[src/rtl/servo_position_controller.sv]
// Closed-loop servo positioning engine: shortest-path angle error, ramp-limited
// proportional duty, reversal through a brake step, stall fault, host status word.
module servo_position_controller #(
  parameter int unsigned ANGLE_W     = 12,
  parameter int unsigned DUTY_W      = 8,
  parameter int unsigned DEADBAND    = 4,
  parameter int unsigned KP_SHIFT    = 2,
  parameter int unsigned MIN_DUTY    = 16,
  parameter int unsigned RAMP_STEP   = 8,
  parameter int unsigned TICK_DIV    = 1000,
  parameter int unsigned STALL_TICKS = 50
) (
  input  logic               clk,
  input  logic               reset,
  input  logic               cmd_strobe,
  input  logic [31:0]        input_reg,
  input  logic [ANGLE_W-1:0] current_angle,
  output logic [DUTY_W-1:0]  motor_duty,
  output logic               clockwise,
  output logic               brake,
  output logic               pwm_on,
  output logic [ANGLE_W-1:0] display_angle,
  output logic [31:0]        status_reg
);

  localparam int unsigned TICK_W   = $clog2(TICK_DIV);
  localparam int unsigned STALL_W  = $clog2(STALL_TICKS + 1);
  localparam int unsigned DUTY_MAX = 2**DUTY_W - 1;

  typedef enum logic [2:0] {
    S_IDLE  = 3'd0,
    S_MOVE  = 3'd1,
    S_REV   = 3'd2,
    S_HOLD  = 3'd3,
    S_FAULT = 3'd4
  } state_e;

  state_e               state_q, state_d;
  logic [ANGLE_W-1:0]   target_q, target_d;
  logic                 enable_q, enable_d;
  logic [TICK_W-1:0]    tick_cnt_q, tick_cnt_d;
  logic [STALL_W-1:0]   stall_q, stall_d;
  logic [ANGLE_W-1:0]   min_err_q, min_err_d;
  logic [DUTY_W-1:0]    duty_q, duty_d;
  logic                 cw_q, cw_d;
  logic                 rev_brake_q, rev_brake_d;
  logic [ANGLE_W-1:0]   display_q, display_d;

  logic                 tick, clear_req, start_move;
  logic [ANGLE_W-1:0]   diff, err_mag, prop;
  logic                 err_neg, want_cw, on_tgt;
  logic [DUTY_W-1:0]    duty_tgt, duty_dn;

  function automatic logic [DUTY_W-1:0] ramp_toward(input logic [DUTY_W-1:0] cur,
                                                    input logic [DUTY_W-1:0] tgt);
    if (32'(tgt) > 32'(cur) + RAMP_STEP) return DUTY_W'(32'(cur) + RAMP_STEP);
    if (32'(cur) > 32'(tgt) + RAMP_STEP) return DUTY_W'(32'(cur) - RAMP_STEP);
    return tgt;
  endfunction

  assign tick       = (tick_cnt_q == TICK_W'(TICK_DIV - 1));
  assign tick_cnt_d = tick ? '0 : tick_cnt_q + 1'b1;
  assign clear_req  = cmd_strobe & input_reg[17];
  assign enable_d   = cmd_strobe ? input_reg[16] : enable_q;
  assign target_d   = cmd_strobe ? input_reg[ANGLE_W-1:0] : target_q;
  assign display_d  = tick ? current_angle : display_q;

  // The half-circle error (MSB set, rest zero) negates to itself and is taken as clockwise.
  assign diff    = target_q - current_angle;
  assign err_neg = diff[ANGLE_W-1];
  assign err_mag = err_neg ? (~diff + 1'b1) : diff;
  assign want_cw = !err_neg || (diff == {1'b1, {(ANGLE_W-1){1'b0}}});
  assign on_tgt  = (err_mag <= ANGLE_W'(DEADBAND));
  assign prop    = err_mag >> KP_SHIFT;
  assign duty_dn = (32'(duty_q) > RAMP_STEP) ? DUTY_W'(32'(duty_q) - RAMP_STEP) : '0;

  always_comb begin
    if (32'(prop) > DUTY_MAX)      duty_tgt = DUTY_W'(DUTY_MAX);
    else if (32'(prop) < MIN_DUTY) duty_tgt = DUTY_W'(MIN_DUTY);
    else                           duty_tgt = DUTY_W'(prop);
  end

  always_comb begin
    // NOTE: every variable gets a default first so no path can leave it unassigned and infer a latch.
    state_d     = state_q;
    duty_d      = duty_q;
    cw_d        = cw_q;
    rev_brake_d = rev_brake_q;
    stall_d     = stall_q;
    min_err_d   = min_err_q;
    start_move  = 1'b0;

    if (!enable_d || (state_q == S_FAULT && clear_req)) begin
      state_d     = S_IDLE;
      duty_d      = '0;
      rev_brake_d = 1'b0;
      stall_d     = '0;
    end else if (tick) begin
      unique case (state_q)
        S_IDLE: begin
          if (enable_q) begin
            start_move = 1'b1;
            cw_d       = want_cw;
          end
        end
        S_HOLD: begin
          if (!on_tgt) begin
            start_move = 1'b1;
            cw_d       = want_cw;
          end
        end
        S_MOVE: begin
          if (on_tgt) begin
            state_d = S_HOLD;
            duty_d  = '0;
            stall_d = '0;
          end else if (want_cw != cw_q) begin
            state_d = S_REV;
            duty_d  = duty_dn;
            stall_d = '0;
          end else if (err_mag < min_err_q) begin
            duty_d    = ramp_toward(duty_q, duty_tgt);
            min_err_d = err_mag;
            stall_d   = '0;
          end else if (stall_q == STALL_W'(STALL_TICKS - 1)) begin
            state_d = S_FAULT;
            duty_d  = '0;
            stall_d = '0;
          end else begin
            duty_d  = ramp_toward(duty_q, duty_tgt);
            stall_d = stall_q + 1'b1;
          end
        end
        S_REV: begin
          // Direction only flips after duty reached zero and one brake tick elapsed.
          if (duty_q != '0) begin
            duty_d = duty_dn;
          end else if (!rev_brake_q) begin
            rev_brake_d = 1'b1;
          end else begin
            rev_brake_d = 1'b0;
            cw_d        = ~cw_q;
            start_move  = 1'b1;
          end
        end
        S_FAULT: ;
        default: state_d = S_IDLE;
      endcase

      if (start_move) begin
        state_d   = S_MOVE;
        duty_d    = ramp_toward('0, duty_tgt);
        min_err_d = err_mag;
        stall_d   = '0;
      end
    end
  end

  // NOTE: sequential state uses non-blocking assignments so every register samples pre-edge values.
  always_ff @(posedge clk or posedge reset) begin
    if (reset) begin
      state_q     <= S_IDLE;
      target_q    <= '0;
      enable_q    <= 1'b0;
      tick_cnt_q  <= '0;
      stall_q     <= '0;
      min_err_q   <= '0;
      duty_q      <= '0;
      cw_q        <= 1'b0;
      rev_brake_q <= 1'b0;
      display_q   <= '0;
    end else begin
      state_q     <= state_d;
      target_q    <= target_d;
      enable_q    <= enable_d;
      tick_cnt_q  <= tick_cnt_d;
      stall_q     <= stall_d;
      min_err_q   <= min_err_d;
      duty_q      <= duty_d;
      cw_q        <= cw_d;
      rev_brake_q <= rev_brake_d;
      display_q   <= display_d;
    end
  end

  assign motor_duty    = duty_q;
  assign clockwise     = cw_q;
  assign display_angle = display_q;
  assign brake  = (state_q == S_HOLD) || (state_q == S_FAULT) || (state_q == S_REV && rev_brake_q);
  assign pwm_on = (state_q == S_MOVE) || (state_q == S_REV && !rev_brake_q);

  always_comb begin
    status_reg                = '0;
    status_reg[ANGLE_W-1:0]   = display_q;
    status_reg[16]            = (state_q == S_HOLD);
    status_reg[17]            = (state_q == S_FAULT);
    status_reg[18]            = (state_q == S_MOVE) || (state_q == S_REV);
    status_reg[19]            = cw_q;
    status_reg[27:20]         = duty_q[DUTY_W-1 -: 8];
    status_reg[30:28]         = state_q;
  end

endmodule

[config.mk]
export PLATFORM = sky130hd
export DESIGN_NAME = servo_position_controller
export DESIGN_NICKNAME = d
export VERILOG_FILES = /design/src/rtl/servo_position_controller.sv
export SDC_FILE = /design/constraint.sdc
export NUM_CORES = 1
export LEC_CHECK = 0
export BUFFER_PORTS_ARGS = -buffer_cell sky130_fd_sc_hd__buf_2
export CAP_MARGIN = 40
export CORE_MARGIN = 4
export CORE_UTILIZATION = 49
export CTS_BUF_LIST = sky130_fd_sc_hd__clkbuf_16
export CTS_CLUSTER_SIZE = 40
export DETAILED_ROUTE_END_ITERATION = 6
export GPL_TIMING_DRIVEN = 0
export PLACE_DENSITY = 0.69
export SLEW_MARGIN = 20
export SYNTH_ARGS = -nofsm -noshare
export SYNTH_HDL_FRONTEND = slang
export SYNTH_SLANG_ARGS = --single-unit
[constraint.sdc]
create_clock -name clk -period 12.2 [get_ports clk]
set_clock_uncertainty 0.15 [all_clocks]
set_input_delay 1.83 -clock clk [delete_from_list [all_inputs] [get_ports clk]]
set_output_delay 1.83 -clock clk [all_outputs]
set_load 0.1 [all_outputs]
==> results of run 1 <==
-- metrics by stage --
| stage | hold slack (ns) | area [um^2] | std cells | total power (uW) |
|---|---|---|---|---|
| finish | 0.329 | 6660 | 897 | 997 |
| global route | 0.358 | 6660 | 897 | 1070 |
| CTS | 0.331 | 6660 | 897 | 1000 |
| detailed placement | 0.324 | 6380 | 882 | 743 |
| global placement | 0.316 | 6350 | 881 | 730 |
| floorplan | 0.298 | 5790 | 661 | 634 |
-- layout by cell type, fill, tap and decap left out, types with 4 or more instances in the layout --
master / instances
buf_2: 81
nand2_1: 66
dfrtp_1: 66
inv_1: 47
o21ai_0: 45
ha_1: 45
nor2_1: 40
a21oi_1: 30
buf_4: 26
xnor2_1: 19
nand3_1: 18
xor2_1: 17
mux2_2: 16
clkbuf_1: 14
and3_1: 12
nor3_1: 12
a31oi_1: 11
a21o_1: 9
mux2_4: 9
clkbuf_16: 9
or3_1: 8
nand2b_1: 8
o21a_1: 7
and2_1: 6
a211oi_1: 6
mux2i_1: 6
o21bai_1: 5
conb_1: 5
and4_1: 4
nor4_1: 4
or2_2: 4
-- how the worst max path moves through the flow --
stage	start	endpoint	slack [ns]
2_1_floorplan	current_angle[0]	motor_duty[1]$_DFFE_PP0P_	5.47
3_3_place_gp	current_angle[0]	motor_duty[1]$_DFFE_PP0P_	4.61
3_5_place_dp	current_angle[0]	motor_duty[1]$_DFFE_PP0P_	4.55
4_1_cts	current_angle[0]	motor_duty[1]$_DFFE_PP0P_	4.86
5_1_grt	current_angle[0]	motor_duty[1]$_DFFE_PP0P_	4.36
6_report	current_angle[0]	motor_duty[1]$_DFFE_PP0P_	4.82
-- final cells by class --
| cell class | count | area (um^2) |
|---|---|---|
| inverter | 47 | 179 |
| buffer | 46 | 283 |
| multi-input combinational | 502 | 3680 |
| timing repair buffer | 78 | 405 |
| tap | 143 | 179 |
| clock buffer | 9 | 225 |
| clock inverter | 6 | 60.1 |
| fill | 1054 | 4800 |
| sequential | 66 | 1650 |
-- cells by family after synthesis --
logic type / share of synthesized area
buf+inv: 0.0795
simple gates: 0.191
flops: 0.286
compound gates: 0.217
fa+ha+maj: 0.101
other cells: 0.000649
xor+xnor: 0.0602
mux: 0.0650
-- metal layers --
metal	part of all wire	track usage	vias to the layer above	routed length, um
met4	0.011	0.0528	0	162
met2	0.50	0.390	160	7180
met1	0.44	0.282	2436	6270
met5	0	0	-	0
met3	0.055	0.0456	16	789
li1	-	-	2505	-
-- power groups by stage --
stage | clock network [uW] | logic [uW] | registers, uW
after floorplan | 0 | 378 | 256
after CTS | 257 | 509 | 234
after global placement | 0 | 492 | 238
after global routing | 265 | 568 | 236
after detailed placement | 0 | 505 | 238
final | 250 | 512 | 234
-- flip-flops by register name, indices dropped and copies added (netlist names), 3 cells and up --
signal         count
display_angle     12
min_err_q         12
motor_duty         8
stall_q            6
state_q            3
target_q          12
tick_cnt_q        10
-- synth_stat cells (all sizes together), types with 5 or more instances --
cell type,instances,area (um^2)
a211oi,6,45.0
a21o,10,82.6
a21oi,31,159
a31oi,11,68.8
and2,8,52.6
and3,13,86.3
and4,5,45.0
buf,32,230
clkbuf,14,52.6
dfrtp,66,1650
ha,45,563
inv,47,176
mux2,25,315
mux2i,6,60.1
nand2,66,248
nand2b,8,50.1
nand3,20,110
nor2,40,150
nor3,15,103
o211ai,5,47.5
o21a,7,52.6
o21ai,48,244
o21bai,5,37.5
or2,6,40.0
or3,9,61.3
xnor2,19,166
xor2,19,181
==> results.yml, run 1 <==
routing:
  vias: 5117
  dr.pass1.iters: 5
  routedWlPerCell_um: 16.0
  drtIter0Drc: 282
  drc: 0
  postRouteAntennaNets: 0
  vias_per_cell: 5.70
  totalWireLength_um: 14400
synth:
  synth_cell_types: 92
  ys_async_sr_fraction: 1.00
  syn_avg_cell_area_um2: 8.79
  synth_ff_type: "dfrtp_1"
  synth_seq_area_share: 0.286
  ys_warn_count: 0
  yosys_register_bits: 66
  synth_area_um2: 5780
  synth-edff-count: 0
  syn_inst: 657
die:
  die_w_um: 117
  ios: 102
  start_util: 0.504
  die-area_um2: 13600
  die_h_um: 117
  core_area_um2: 11500
  rows: 39
sta:
  rsz0062_at_grt: "no"
  worst_pin_slew_ns: 0.722
  setup_violations: 0
  timing.final.max_slew_violations: 0
  tns_ns: 0
  layout_min_cycle_time_ns: 7.38
  slew-limit-headroom: 0.513
  fmax_mhz: 136
  period_share: 0.605
  worst_slack_ns: 4.82
  hold_viol: 0
setup_path:
  start_kind: "input port"
  worstSetupPathDepth: 25
  r2r_end: "motor_duty[1]$_DFFE_PP0P_"
  worst_path_dominant_cell_family: "compound AO/OA/AOI/OAI gates"
  reg2reg_depth: 25
  max_stage_delay_ns: 0.44
  slowest_stage: "o41a_1"
  r2r_slack_ns: 6.11
  critPathRequiredTime_ns: 12.26
  cp.arrival_ns: 7.44
  end_kind: "register"
  criticalPathCategory: "input port to register"
  worstReg2RegStart: "target_q[0]$_DFFE_PP0P_"
  crit_top_cell: "o21ai_0"
  cp_num_buf_inv: 2
  cp_max_fo: 8
placement:
  numPortBuffers: 77
  gp_congestion: 0.908
  dp_slack_ns: 4.55
  dpl.hpwl_um: 11200
cts:
  h-tree-depth: 3
  tritoncts: "done"
  cts_buffers: 9
  cts_root_buf: "clkbuf_16"
  clk_pin_slew_ns: 0.05
  cts_setup_buffers: 0
  cts_hold_buf: 0
  post_cts_resized: 0
  clock_path_buffers: 2
  clock_sinks: 66
  clk_latency_ns: 0.33
power:
  switching_share: 0.445
  p_leak_uw: 0.00312
  vdd_drop_max_mv: 0.237
  seq_power_share: 0.235
  p_int_uw: 554
  cellPowerDensity_nw_per_um2: 150
  p_sw_uw: 443
  combPwrFrac: 0.514
  clkPwrFrac: 0.251
global_route:
  grt_pass1_vias: 5084
  grt_antenna_before_repair: 0
  grt_pass1_wl_um: 24300
  globalRouteOverflowTotal: 0
  grt_max_degree: 42
  grtUsageTotal: 0.222
final_layout:
  utilization: 0.581
  final_net_count: 843
  area_growth_pct: 15.4
  drive_gt1_frac: 0.248
  diodes: 0
hold_path:
  holdPathStages: 1
  hold_path.class: "register to register"
  whs_endpoint: "tick_cnt_q[0]$_DFF_PP0_"
  hp-start: "tick_cnt_q[0]$_DFF_PP0_"
run_status:
  status: "complete, no violations"
run:
  drv_cap: 0
(Power assumes the default switching activity.)
==> run 2, diff against run 1 <==
--- a/config.mk
+++ b/config.mk
@@ -13,7 +13,7 @@
 export CTS_CLUSTER_SIZE = 40
 export DETAILED_ROUTE_END_ITERATION = 6
 export GPL_TIMING_DRIVEN = 0
-export PLACE_DENSITY = 0.69
+export PLACE_DENSITY = 0.72
 export SLEW_MARGIN = 20
 export SYNTH_ARGS = -nofsm -noshare
 export SYNTH_HDL_FRONTEND = slang
==> constraint.sdc (replaced) <==
create_clock -name clk -period 6.18 [get_ports clk]
set_clock_uncertainty 0.15 [all_clocks]
set_input_delay 0.927 -clock clk [delete_from_list [all_inputs] [get_ports clk]]
set_output_delay 0.927 -clock clk [all_outputs]
set_load 0.1 [all_outputs]
==> run 2 against run 1 <==
Utilization grew 1.3 points; critical path depth shrank 2; via count up 0.27%; largest cell class unchanged; count of clock-buffer cells in the layout did not move; register-to-register slack got worse by 5.5 ns; power increased by 100%; die area is the same; global-route usage shrank 0.20 points; critical endpoint unchanged; highest routed layer unchanged.
==> results.yml, run 2 (synthesis gave the netlist of run 1 again) <==
run_status:
  status: "complete, no violations"
final_layout:
  n_fill_cell: 1003
  utilization: 0.594
  final_cell_mix: "buf_2, nand2_1, dfrtp_1"
  area_growth_pct: 18.0
  diodes: 0
  final_common_cell: "buf_2"
  drive_gt1_frac: 0.285
  final_net_count: 853
sta:
  whs_ns: 0.339
  fmax_mhz: 168
  setup_violations: 0
  hold_viol: 0
  timing.final.max_slew_violations: 0
  period_share: 0.963
  layout_min_cycle_time_ns: 5.95
  worst_pin_slew_ns: 0.694
  slew-limit-headroom: 0.533
  worst_slack_ns: 0.230
routing:
  vias: 5131
  totalWireLength_um: 14500
  dr.pass1.iters: 5
  vias_per_cell: 5.65
  postRouteAntennaNets: 0
  drtIter0Drc: 413
  drc: 0
  routedWlPerCell_um: 16.0
power:
  p_leak_uw: 0.00318
  finalPower_uw: 1990
  cellPowerDensity_nw_per_um2: 292
  vdd_drop_max_mv: 0.284
placement:
  dpl.hpwl_um: 11300
  dp_slack_ns: -0.564
  gp_congestion: 0.971
  numPortBuffers: 77
die:
  rows: 39
  die_h_um: 117
  die-area_um2: 13600
  die_w_um: 117
  start_util: 0.504
  ios: 102
  core_area_um2: 11500
setup_path:
  end_kind: "register"
  cp_max_fo: 5
  critPathRequiredTime_ns: 6.25
  criticalPathCategory: "input port to register"
  start_kind: "input port"
  cp.arrival_ns: 6.02
global_route:
  grt_pass1_wl_um: 24200
  grt_pass1_vias: 5084
  grt_max_degree: 39
  grt_antenna_before_repair: 0
  globalRouteOverflowTotal: 0
  grtUsageTotal: 0.220
hold_path:
  hold_path.class: "register to register"
cts:
  h-tree-depth: 3
  clk_pin_slew_ns: 0.05
  cts_buffers: 9
  tritoncts: "done"
  clk_latency_ns: 0.34
  cts_root_buf: "clkbuf_16"
  clock_path_buffers: 2
  clock_sinks: 66
run:
  drv_cap: 0
-- run 2: cell types whose count changed in the layout (fill, tap and decap cells not counted), moves of 2 or more --
cell / change
a21oi_1: -4
a21oi_2: +4
buf_4: +10
clkinv_2: +3
nor2_1: -2
nor2_2: +2
o21ai_0: -4
o21ai_1: +2
o21ai_2: +2
-- run 2: area by class of cell --
type	instances	area (um^2)	share of cell area
Buffer	46	283	0.0415
Clock buffer	9	225	0.0331
Clock inverter	7	37.5	0.00551
Inverter	47	179	0.0263
Multi-Input combinational cell	502	3780	0.555
Sequential cell	66	1650	0.242
Tap cell	143	179	0.0263
Timing Repair Buffer	88	480	0.0705
-- run 2: path summary, 6_finish.rpt --
check	cells past startpoint	slack (ns)	end	start
setup / recovery	23	0.23	motor_duty[1]$_DFFE_PP0P_	current_angle[0]
hold / removal	1	0.34	tick_cnt_q[0]$_DFF_PP0_	tick_cnt_q[0]$_DFF_PP0_
setup reg to reg	20	0.59	motor_duty[1]$_DFFE_PP0P_	target_q[6]$_DFFE_PP0P_
hold reg to reg	1	0.34	tick_cnt_q[0]$_DFF_PP0_	tick_cnt_q[0]$_DFF_PP0_
max in group asynchronous	3	4.91	min_err_q[4]$_DFFE_PP0P_	reset
min in group asynchronous	2	0.43	display_angle[8]$_DFFE_PP0N_	reset
-- run 2: routing by layer --
layer / global-route usage / share of wire / up-vias
met2: 0.375 / 0.49 / 137
met3: 0.0352 / 0.056 / 23
met4: 0.0642 / 0.018 / 0
met1: 0.290 / 0.43 / 2440
li1: - / - / 2531
met5: 0 / 0 / -
-- run 2: critical path, cell delays in order --
cell,delay (ns)
buf_2,0.13
ha_1,0.26
fa_2,0.37
nand2b_4,0.18
a21oi_2,0.18
o31a_1,0.23
and2_2,0.24
nor3_4,0.08
buf_4,0.14
o41a_1,0.35
o32ai_4,0.32
or2b_2,0.37
ha_1,0.25
nand3_1,0.09
xnor2_1,0.09
ha_1,0.33
nand3_1,0.16
o21ai_2,0.30
a21oi_2,0.09
buf_4,0.17
and3_1,0.17
o311a_1,0.33
a211o_1,0.27
-- run 2: power breakdown --
group | switching (uW) | internal (uW)
Sequential | 14.0 | 449
Combinational | 697 | 370
Clock | 193 | 266
-- run 2: stage by stage --
step / instances / cell area, um^2 / setup TNS, ns
floorplan: 661 / 5790 / 0
global placement: 881 / 6350 / -2.57
detailed placement: 882 / 6380 / -3.56
CTS: 900 / 6680 / 0
global route: 908 / 6810 / -0.0278
finish: 908 / 6810 / 0
-- run 2: what timing repair did --
item                       4_1_cts  5_1_grt
setup buffers                    2        8
resized for setup                5       22
cloned                           0        0
setup endpoints to repair        7        8
pin swaps                        2        2
hold buffers                     0        0
==> run 3, diff against run 2 <==
--- a/config.mk
+++ b/config.mk
@@ -12,7 +12,6 @@
 export CTS_BUF_LIST = sky130_fd_sc_hd__clkbuf_16
 export CTS_CLUSTER_SIZE = 40
 export DETAILED_ROUTE_END_ITERATION = 6
-export GPL_TIMING_DRIVEN = 0
 export PLACE_DENSITY = 0.72
 export SLEW_MARGIN = 20
 export SYNTH_ARGS = -nofsm -noshare
==> run 3 against run 2 <==
Combinational power barely moved; first-iteration DRC count fell by 16%; sequential cell count did not move; cell area fell by 3.1%; sequential power rose by 2%; global-route usage fell by 0.28 points; register-to-register slack improved by 0.10 ns; fmax rose by 1.5%; wire length fell by 3.1%; critical path depth rose by 3; power rose by 2.1%; count of clock-buffer cells in the layout did not move.
==> results.yml, run 3 (synthesis gave the netlist of run 1 again) <==
run_status:
  status: "complete, no violations"
sta:
  tns_ns: 0
  slew-limit-headroom: 0.489
  period_share: 0.948
  fmax_mhz: 171
  layout_min_cycle_time_ns: 5.86
  worst_slack_ns: 0.319
  timing.final.max_slew_violations: 0
  rsz0062_at_grt: "no"
  hold_viol: 0
  worst_pin_slew_ns: 0.767
  setup_violations: 0
die:
  ios: 102
  rows: 39
  die_w_um: 117
  die-area_um2: 13600
  start_util: 0.504
  die_h_um: 117
  core_area_um2: 11500
power:
  p_leak_uw: 0.00310
  vdd_drop_max_mv: 0.291
  cellPowerDensity_nw_per_um2: 308
cts:
  clock_path_buffers: 2
  cts_buffers: 9
  clk_pin_slew_ns: 0.06
  h-tree-depth: 3
  cts_hold_buf: 0
  tritoncts: "done"
  clock_sinks: 66
  clk_latency_ns: 0.34
  cts_root_buf: "clkbuf_16"
global_route:
  grt_antenna_before_repair: 0
  grt_util_met3: 0.0440
  met1_usage: 0.281
  grtUsageTotal: 0.218
  grt-busiest-layer: "met2"
  use_met2: 0.378
  grt_pass1_vias: 4932
  globalRouteOverflowTotal: 0
  grt_pass1_wl_um: 23900
  grt_max_degree: 45
placement:
  dp_slack_ns: 0.0298
  dpl.hpwl_um: 11000
  gp_congestion: 0.944
  numPortBuffers: 78
setup_path:
  critPathRequiredTime_ns: 6.26
  start_kind: "input port"
  end_kind: "register"
  cp.arrival_ns: 5.94
  criticalPathCategory: "input port to register"
  cp_max_fo: 6
final_layout:
  n_fill_cell: 1012
  final_net_count: 825
  area_growth_pct: 14.4
  diodes: 0
  drive_gt1_frac: 0.254
  final_cell_mix: "buf_2, nand2_1, dfrtp_1"
  final_common_cell: "buf_2"
routing:
  postRouteAntennaNets: 0
  drtIter0Drc: 347
  drc: 0
  vias_per_cell: 5.73
  totalWireLength_um: 14100
  vias: 5046
  dr.pass1.iters: 7
  routedWlPerCell_um: 16.0
run:
  drv_cap: 0
hold_path:
  hold_path.class: "register to register"
[run 3: cell types whose count changed in the layout (fill, tap and decap cells not counted), moves of 3 or more]
cell | before | now
buf_2 | 81 | 78
o21ai_0 | 41 | 44
clkbuf_1 | 14 | 0
a21oi_2 | 5 | 1
a21oi_1 | 26 | 30
buf_4 | 36 | 27
[run 3: what timing repair did]
item	CTS	global route
setup buffers	0	1
resized for setup	0	2
setup endpoints to repair	0	5
[run 3: path summary, 6_finish.rpt]
check / start / end / cells past startpoint / slack [ns]
max: current_angle[0] / motor_duty[5]$_DFFE_PP0P_ / 26 / 0.32
min: display_angle[11]$_DFFE_PP0N_ / display_angle[11]$_DFFE_PP0N_ / 2 / 0.34
max reg2reg: target_q[0]$_DFFE_PP0P_ / motor_duty[5]$_DFFE_PP0P_ / 26 / 0.69
min reg2reg: display_angle[11]$_DFFE_PP0N_ / display_angle[11]$_DFFE_PP0N_ / 2 / 0.34
max in group asynchronous: reset / min_err_q[2]$_DFFE_PP0P_ / 4 / 4.88
min in group asynchronous: reset / tick_cnt_q[3]$_DFF_PP0_ / 3 / 0.47
[run 3: per-stage QoR]
stage	util	area, um^2	hold WS (ns)	instances	power (uW)
final	0.576	6610	0.339	880	2030
after global routing	0.576	6610	0.373	880	2180
after CTS	0.575	6590	0.340	879	2030
after detailed placement	0.549	6300	0.329	863	1510
after global placement	0.547	6270	0.317	862	1480
after floorplan	-	5790	0.298	661	1250
[run 3: critical path, stage by stage]
cell	delay, ns
buf_2	0.12
ha_1	0.22
fa_1	0.40
nand2b_1	0.20
a211oi_1	0.27
buf_4	0.17
nor3_2	0.06
xor2_2	0.16
o21ai_1	0.15
o41a_1	0.45
o32ai_4	0.25
nand2_1	0.13
o21ai_0	0.14
inv_1	0.07
ha_1	0.30
nor2b_1	0.14
o21a_1	0.12
o21a_1	0.12
o21a_1	0.10
o21ai_0	0.08
a32o_1	0.26
a41oi_1	0.45
nand2_1	0.12
a32oi_1	0.19
o21ai_0	0.11
a22o_1	0.21
[run 3: final cells by class]
cell class | instances | area [um^2] | share of cell area
multi-input cells | 502 | 3680 | 0.558
flip-flops and latches | 66 | 1650 | 0.250
clock inverters | 7 | 68.8 | 0.0104
well taps | 143 | 179 | 0.0271
clock buffers | 9 | 225 | 0.0341
inverters | 47 | 176 | 0.0267
repair buffers | 106 | 621 | 0.0940
[run 3: per-layer routing]
metal  share of wire  wire length, um
met1            0.45             6270
met2            0.50             7010
met3           0.048              681
met4          0.0087              123
met5               0                0
[run 3: where the power goes]
part	switching (uW)	internal, uW	leakage (uW)	total, uW
registers	25.0	448	0.000810	473
logic	657	388	0.00215	1040
clock network	202	311	0.000143	513
